`src/rtl/issue_scoreboard_pkg.sv`:
```
// Shared instruction types, register-use decode and opcode constants for the
// decode/issue scoreboard.
package types;

  typedef logic [31:0] instr_t;
  typedef logic [4:0]  rnum_t;
  typedef logic [4:0]  opcode_t;

  // Field order mirrors the instruction bit layout, so the packed struct equals the raw word.
  typedef struct packed {
    logic [6:0] funct7;
    rnum_t      rs2;
    rnum_t      rs1;
    logic [2:0] funct3;
    rnum_t      rd;
    logic [6:0] opcode;
  } instr_fields_t;

  typedef struct packed {
    logic rs1_en;
    logic rs2_en;
    logic rd_en;
  } reg_use_t;

  localparam opcode_t OPC_LOAD     = 5'b00000;
  localparam opcode_t OPC_MISC_MEM = 5'b00011;
  localparam opcode_t OPC_OP_IMM   = 5'b00100;
  localparam opcode_t OPC_AUIPC    = 5'b00101;
  localparam opcode_t OPC_STORE    = 5'b01000;
  localparam opcode_t OPC_OP       = 5'b01100;
  localparam opcode_t OPC_LUI      = 5'b01101;
  localparam opcode_t OPC_BRANCH   = 5'b11000;
  localparam opcode_t OPC_JALR     = 5'b11001;
  localparam opcode_t OPC_JAL      = 5'b11011;
  localparam opcode_t OPC_SYSTEM   = 5'b11100;

  function automatic instr_fields_t instr_fields(instr_t i);
    instr_fields_t f;
    f.funct7 = i[31:25];
    f.rs2    = i[24:20];
    f.rs1    = i[19:15];
    f.funct3 = i[14:12];
    f.rd     = i[11:7];
    f.opcode = i[6:0];
    return f;
  endfunction

  // MISC-MEM and unrecognised opcodes touch no registers.
  function automatic reg_use_t reg_use(opcode_t opc);
    reg_use_t u;
    u = '{rs1_en: 1'b0, rs2_en: 1'b0, rd_en: 1'b0};
    case (opc)
      OPC_OP:                                   u = '{rs1_en: 1'b1, rs2_en: 1'b1, rd_en: 1'b1};
      OPC_OP_IMM, OPC_LOAD, OPC_JALR, OPC_SYSTEM: u = '{rs1_en: 1'b1, rs2_en: 1'b0, rd_en: 1'b1};
      OPC_BRANCH, OPC_STORE:                    u = '{rs1_en: 1'b1, rs2_en: 1'b1, rd_en: 1'b0};
      OPC_LUI, OPC_AUIPC, OPC_JAL:              u = '{rs1_en: 1'b0, rs2_en: 1'b0, rd_en: 1'b1};
      default:                                  u = '{rs1_en: 1'b0, rs2_en: 1'b0, rd_en: 1'b0};
    endcase
    return u;
  endfunction

endpackage

```
`src/rtl/issue_scoreboard_counters.sv`:
```
// Per-register outstanding-write counters: one increment from issue, WB_PORTS
// decrements from writeback, saturating at zero on underflow.
module sb_counters
  import types::*;
#(
  parameter int WB_PORTS = 2,
  parameter int CNT_W    = 2
) (
  input  logic                  clk,
  input  logic                  rst_n,
  input  logic                  inc_en_i,
  input  rnum_t                 inc_rd_i,
  input  logic [WB_PORTS-1:0]   wb_valid_i,
  input  logic [WB_PORTS*5-1:0] wb_rd_i,
  output logic [31:0]           busy_o,
  output logic [31:0]           full_o,
  output logic                  underflow_o
);

  localparam int DW = $clog2(WB_PORTS + 1);
  localparam int NW = CNT_W + DW + 1;

  logic [CNT_W-1:0] cnt_q [32];
  logic [CNT_W-1:0] cnt_d [32];
  logic [DW-1:0]    ndec  [32];
  logic [NW-1:0]    up    [32];
  logic [NW-1:0]    dn    [32];
  logic [31:0]      uf;

  // x0 is hard-wired: it never counts writes and ignores writebacks.
  always_comb begin
    for (int r = 0; r < 32; r++) begin
      ndec[r] = '0;
      for (int p = 0; p < WB_PORTS; p++) begin
        if (wb_valid_i[p] && (wb_rd_i[p*5 +: 5] == r[4:0]) && (r != 0)) begin
          ndec[r] = ndec[r] + DW'(1);
        end
      end
    end
  end

  always_comb begin
    for (int r = 0; r < 32; r++) begin
      up[r]    = NW'(cnt_q[r]) + NW'(inc_en_i && (inc_rd_i == r[4:0]) && (r != 0));
      dn[r]    = NW'(ndec[r]);
      uf[r]    = dn[r] > up[r];
      cnt_d[r] = uf[r] ? '0 : CNT_W'(up[r] - dn[r]);
    end
  end

  always_comb begin
    for (int r = 0; r < 32; r++) begin
      busy_o[r] = cnt_q[r] != '0;
      full_o[r] = cnt_q[r] == '1;
    end
  end

  assign underflow_o = |uf;

  always_ff @(posedge clk or negedge rst_n) begin
    if (!rst_n) begin
      cnt_q <= '{default: '0};
    end else begin
      cnt_q <= cnt_d;
    end
  end

endmodule

```
`src/rtl/issue_scoreboard.sv`:
```
// Decode/issue slot: holds one instruction and offers it to execute only when
// none of its source registers has a pending write and its destination is not saturated.
module issue_scoreboard
  import types::*;
#(
  parameter int WB_PORTS = 2,
  parameter int CNT_W    = 2
) (
  input  logic                               clk,
  input  logic                               rst_n,
  input  logic                               in_valid,
  output logic                               in_ready,
  input  logic [31:0]                        in_instr,
  output logic                               out_valid,
  input  logic                               out_ready,
  output logic [31:0]                        out_instr,
  output logic [$bits(instr_fields_t)-1:0]   out_fields,
  input  logic [WB_PORTS-1:0]                wb_valid,
  input  logic [WB_PORTS*5-1:0]              wb_rd,
  input  logic                               flush,
  output logic [31:0]                        busy,
  output logic                               sb_err
);

  logic          slot_valid_q, slot_valid_d;
  instr_t        slot_instr_q, slot_instr_d;
  logic          sb_err_q, sb_err_d;

  instr_fields_t slot_fields;
  reg_use_t      use_w;
  logic          rs1_used, rs2_used, rd_used;
  logic          hazard, fire, accept;
  logic [31:0]   full;
  logic          underflow;

  assign slot_fields = instr_fields(slot_instr_q);
  assign use_w       = reg_use(slot_fields.opcode[6:2]);
  assign rs1_used    = use_w.rs1_en && (slot_fields.rs1 != '0);
  assign rs2_used    = use_w.rs2_en && (slot_fields.rs2 != '0);
  assign rd_used     = use_w.rd_en  && (slot_fields.rd  != '0);

  // Hazards look only at registered counters; a writeback releases the slot one cycle later.
  assign hazard = (rs1_used && busy[slot_fields.rs1]) ||
                  (rs2_used && busy[slot_fields.rs2]) ||
                  (rd_used  && full[slot_fields.rd]);

  assign out_valid  = slot_valid_q && !hazard && !flush;
  assign fire       = out_valid && out_ready;
  assign in_ready   = !flush && (!slot_valid_q || fire);
  assign accept     = in_valid && in_ready;

  assign out_instr  = slot_instr_q;
  assign out_fields = slot_fields;
  assign sb_err     = sb_err_q;

  sb_counters #(
    .WB_PORTS (WB_PORTS),
    .CNT_W    (CNT_W)
  ) u_counters (
    .clk         (clk),
    .rst_n       (rst_n),
    .inc_en_i    (fire && rd_used),
    .inc_rd_i    (slot_fields.rd),
    .wb_valid_i  (wb_valid),
    .wb_rd_i     (wb_rd),
    .busy_o      (busy),
    .full_o      (full),
    .underflow_o (underflow)
  );

  // Flush wins over everything; otherwise a new accept refills the slot even as it issues.
  always_comb begin
    slot_valid_d = slot_valid_q;
    slot_instr_d = slot_instr_q;
    if (flush) begin
      slot_valid_d = 1'b0;
    end else if (accept) begin
      slot_valid_d = 1'b1;
      slot_instr_d = in_instr;
    end else if (fire) begin
      slot_valid_d = 1'b0;
    end
    sb_err_d = sb_err_q | underflow;
  end

  always_ff @(posedge clk or negedge rst_n) begin
    if (!rst_n) begin
      slot_valid_q <= 1'b0;
      slot_instr_q <= '0;
      sb_err_q     <= 1'b0;
    end else begin
      slot_valid_q <= slot_valid_d;
      slot_instr_q <= slot_instr_d;
      sb_err_q     <= sb_err_d;
    end
  end

endmodule
```
`config.mk`:
```
export PLATFORM = sky130hd
export DESIGN_NAME = issue_scoreboard
export DESIGN_NICKNAME = d
export VERILOG_FILES = /design/src/rtl/issue_scoreboard_pkg.sv /design/src/rtl/issue_scoreboard_counters.sv /design/src/rtl/issue_scoreboard.sv
export SDC_FILE = /design/constraint.sdc
export NUM_CORES = 1
export LEC_CHECK = 0
export BUFFER_PORTS_ARGS = -buffer_cell sky130_fd_sc_hd__buf_2
export CORE_MARGIN = 4
export CORE_UTILIZATION = 40
export CTS_CLUSTER_DIAMETER = 30
export CTS_CLUSTER_SIZE = 24
export DETAILED_ROUTE_END_ITERATION = 10
export PLACE_DENSITY_LB_ADDON = 0.25
export SLEW_MARGIN = 25
export SYNTH_ARGS = -nofsm -noshare
export SYNTH_HDL_FRONTEND = slang
export SYNTH_SLANG_ARGS = --single-unit
```
`constraint.sdc`:
```
create_clock -name clk -period 10.8 [get_ports clk]
set_input_delay 2.16 -clock clk [delete_from_list [all_inputs] [get_ports clk]]
set_output_delay 2.16 -clock clk [all_outputs]
set_load 0.005 [all_outputs]
```
==> results.md <==
* CTS Hold Buffers Added at 0
* Final #Nets at between 1000 and 1500
* Register bit total from synthesis at between 90 and 100
* Yosys warns at 0
* Pins Over Slew Limit at 0
* Hpwl dp at about 21000 um
* Achievable clock frequency at 176.5 MHz
* Power, Total at approximately 1700 uW
* RSZ-0062 raised after global routing: no
* PwrDens at around 170 mW/mm2
* Met1 Wirelength at approximately 12000 um
* Total die area at approximately 0.025 mm2
* Core area at around 0.023 mm2
* Post-synth EDFFs at 0
* Main flop type after synthesis: dfrtp_1
* Most frequent CP cell: ha_1
* PostCTS Resize Cnt at 0
* XOR/XNOR Fraction of Synth Area at under 10%
* Final instance area at about 0.01 mm2
* Clock Pin Slew Worst Setup and Hold Paths at roughly 80 ps
* Worst EP required at approximately 11000 ps
* First-pass iteration count of the detailed router at 5
* Clock tree sinks at 96
* Vias in the first global route at 7396
* Run status: finished clean
* Routed wl met2 at roughly 12000 um
* Root Buffer: clkbuf_16
* Post-DRT Antenna Nets at 0
* Ys async rst share at 100.0%
* Path type of the worst min-delay path: reg2reg
* CTS tree: yes
* CP max stage cell: nand3_1
* Delay-heaviest family, CP: simple AND/OR/NAND/NOR gates
* Clock latency on the worst-skew pair at approximately 360 ps
* Count of final hold-check violations at 0
* Port bufs at approximately 150
* Startpoint Class: primary input
* First-pass GRT wire length at roughly 41000 um
* Synth Area in Adders at about a quarter
* R2R cell count at 17
* GRT Overall Usage at approximately a fifth
* Setup Buffers After CTS at 0
* Beginning of the worst hold path: out_fields[1]
* Worst R2R End: sb_err
* Critical path class: in2reg
* Sequential area share after synthesis at between 20% and 30%
* IO Count at roughly 150
* Cell Chain, Critical Path: buf_2, a211o_1, nor4b_4, nand3_1, nor2_1, ha_1, ha_1, inv_1, ha_1, a21oi_1, a211oi_1, nor4_1, nand2_1, or4_1
* Detailed-route via count at ~7600
* Relative slew margins at between 50% and 60%
* Met3 WL at 1871 um
* Pleak at between 0.005 and 0.006 uW
* Initial antenna violation count at 2
* FF-to-FF Start: out_fields[7]
* Initial DRC Count at 667
* Clk buf depth at 2
* Initial Util at approximately two fifths
* Tcrit/Tclk final at between 50 and 60%
* Hold path depth at 1
* Drt drc at 0
* Cell Rows at 55
* Post-synthesis mux area share at between 7 and 8%
* Remaining Overflow, GRT at 0
* TNS Setup at 0 ps
* Cells after Synth at ~1100
* Syn nets at between 1000 and 1500
* Largest net degree at the start of global routing at around 70
* GPL Wtd Cong at 0.8559
* Area Growth Syn to Fin at 11.17%
* End of the worst hold path: out_fields[1]
* Final wirelength at 25820 um
* Simple-Gate Fraction of Synth Area at between 15 and 20%
* Die width at 159.3 um
* Vias per cell at 5.234
* Crit. End Element: flip-flop
* Flop-to-flop setup slack at roughly 5200 ps
* Crit path from: flush
* CP max FO at 8
* Max H-tree Level at 3
* Unique cell type count in the Yosys netlist at 65
* Post-Place Cell Area at 0.009856 mm2
* Crit path arrival time at 5890 ps
* Total CTS buffers at 9
* Share of layout cells above drive strength 1 at approximately 18%
* Tmin final at 5667 ps
* Syn Area/Cell at ~8.6 um2
* VDD IR-drop max at about 0.072 mV
* DR top layer: met5
* Worst Skew at between 10 and 15 ps
* # Max-Cap Violations at 0
* Cell Area, Synth at between 0.009 and 0.01 mm2
* Compound-Gate Fraction of Synth Area at roughly a tenth
* CP bufs+invs at 2
* Slowest cell delay on critical path at roughly 530 ps
* Slew of the pin with the lowest slew margin at ~690 ps
* Die Span Y at roughly 160 um
* Largest family of logic cells by synthesized area: adder cells
* WL per Instance at between 15 and 20 um
* Setup violators final at 0
## cell usage in the layout (no fill, tap or decap), drive strengths merged, types with 18 or more instances in the layout
cell type and instances:
inv 165, ha 186, buf 149, dfrtp 96
nand2 63, nor2 196, a21oi 56, nor3 18
nand3 19, xor2 29, mux2 32
## logic make-up (layout without fill, tap and decap cells)
group | count (synthesis) | count (layout)
adders and majority gates | 186 | 186
DFF | 96 | 96
xor gates and xnor gates | 29 | 29
buffers and inverters | 216 | 325
muxes | 41 | 41
and+or+nand+nor | 357 | 357
AOI/OAI and AO/OA | 135 | 135
other | 1 | 2
## flip-flops by register name, indices dropped and copies added (netlist names)
signal	cells
slot_valid_q	1
sb_err	1
u_counters.cnt_q	62
out_fields	32
## layout make-up
class / count / area [um2]
sequential: 96 / 2402
antenna: 1 / 2.502
fill: 2251 / 12400
clock inverter: 6 / 57.56
multi-input combinational: 749 / 5743
clock buffer: 10 / 239.0
timing repair buffer: 149 / 768.2
tap: 285 / 356.6
inverter: 160 / 605.6
## cells in the mapped netlist (3+ instances only)
cell / n / area (um2)
buf_2: 6 / 30.03
inv_1: 159 / 596.8
nand2_1: 63 / 236.5
a31oi_1: 4 / 25.02
o21ai_0: 5 / 25.02
a2111oi_0: 4 / 35.03
mux4_2: 5 / 112.6
mux4_1: 3 / 78.83
nor4_1: 5 / 31.28
clkbuf_1: 11 / 41.29
mux2_4: 30 / 450.4
nor2_1: 196 / 735.7
buf_12: 3 / 60.06
nor3b_1: 4 / 30.03
a211o_1: 3 / 26.28
a22oi_1: 13 / 97.59
a221oi_1: 5 / 43.79
ha_1: 186 / 2327
nand3b_1: 4 / 30.03
nor3_1: 18 / 90.09
xor2_1: 29 / 254.0
buf_4: 34 / 255.2
nor2b_1: 10 / 62.56
a21oi_1: 56 / 280.3
or2_2: 7 / 43.79
nand2b_1: 10 / 62.56
dfrtp_1: 96 / 2402
nand3_1: 19 / 95.09
nand4_1: 6 / 37.54
a211oi_1: 17 / 127.6
o211ai_1: 8 / 60.06
## worst max-delay path by stage
stage,to,slack [ps],cells past startpoint
after floorplan,out_valid,5560,3
after global placement,sb_err,4760,14
after detailed placement,sb_err,4710,14
after CTS,sb_err,5070,14
after global routing,sb_err,4830,17
final,sb_err,5130,14
## stage by stage
step           hold WS (ps)  std cells  setup WS (ps)  util [%]
4_1_cts               535.6       1454           5073     44.98
3_5_place_dp          513.4       1438           4715     43.66
6_report              531.9       1456           5133     45.08
5_1_grt               546.5       1456           4831     45.08
3_3_place_gp          506.1       1438           4757     43.66
2_1_floorplan         524.5       1061           5562         -
## report_power, final
| group | internal, uW | switching, uW | total (uW) |
|---|---|---|---|
| combinational | 346 | 448 | 794 |
| clock | 169 | 167 | 336 |
| sequential | 435 | 116 | 551 |
## layer usage
metal / global-route usage, % / vias up
met5: 0 / -
met4: 5.523 / 2
met3: 4.685 / 35
met2: 32.36 / 272
met1: 27.40 / 3572
li1: - / 3740
Note: power is estimated with default switching activity, not from simulation.
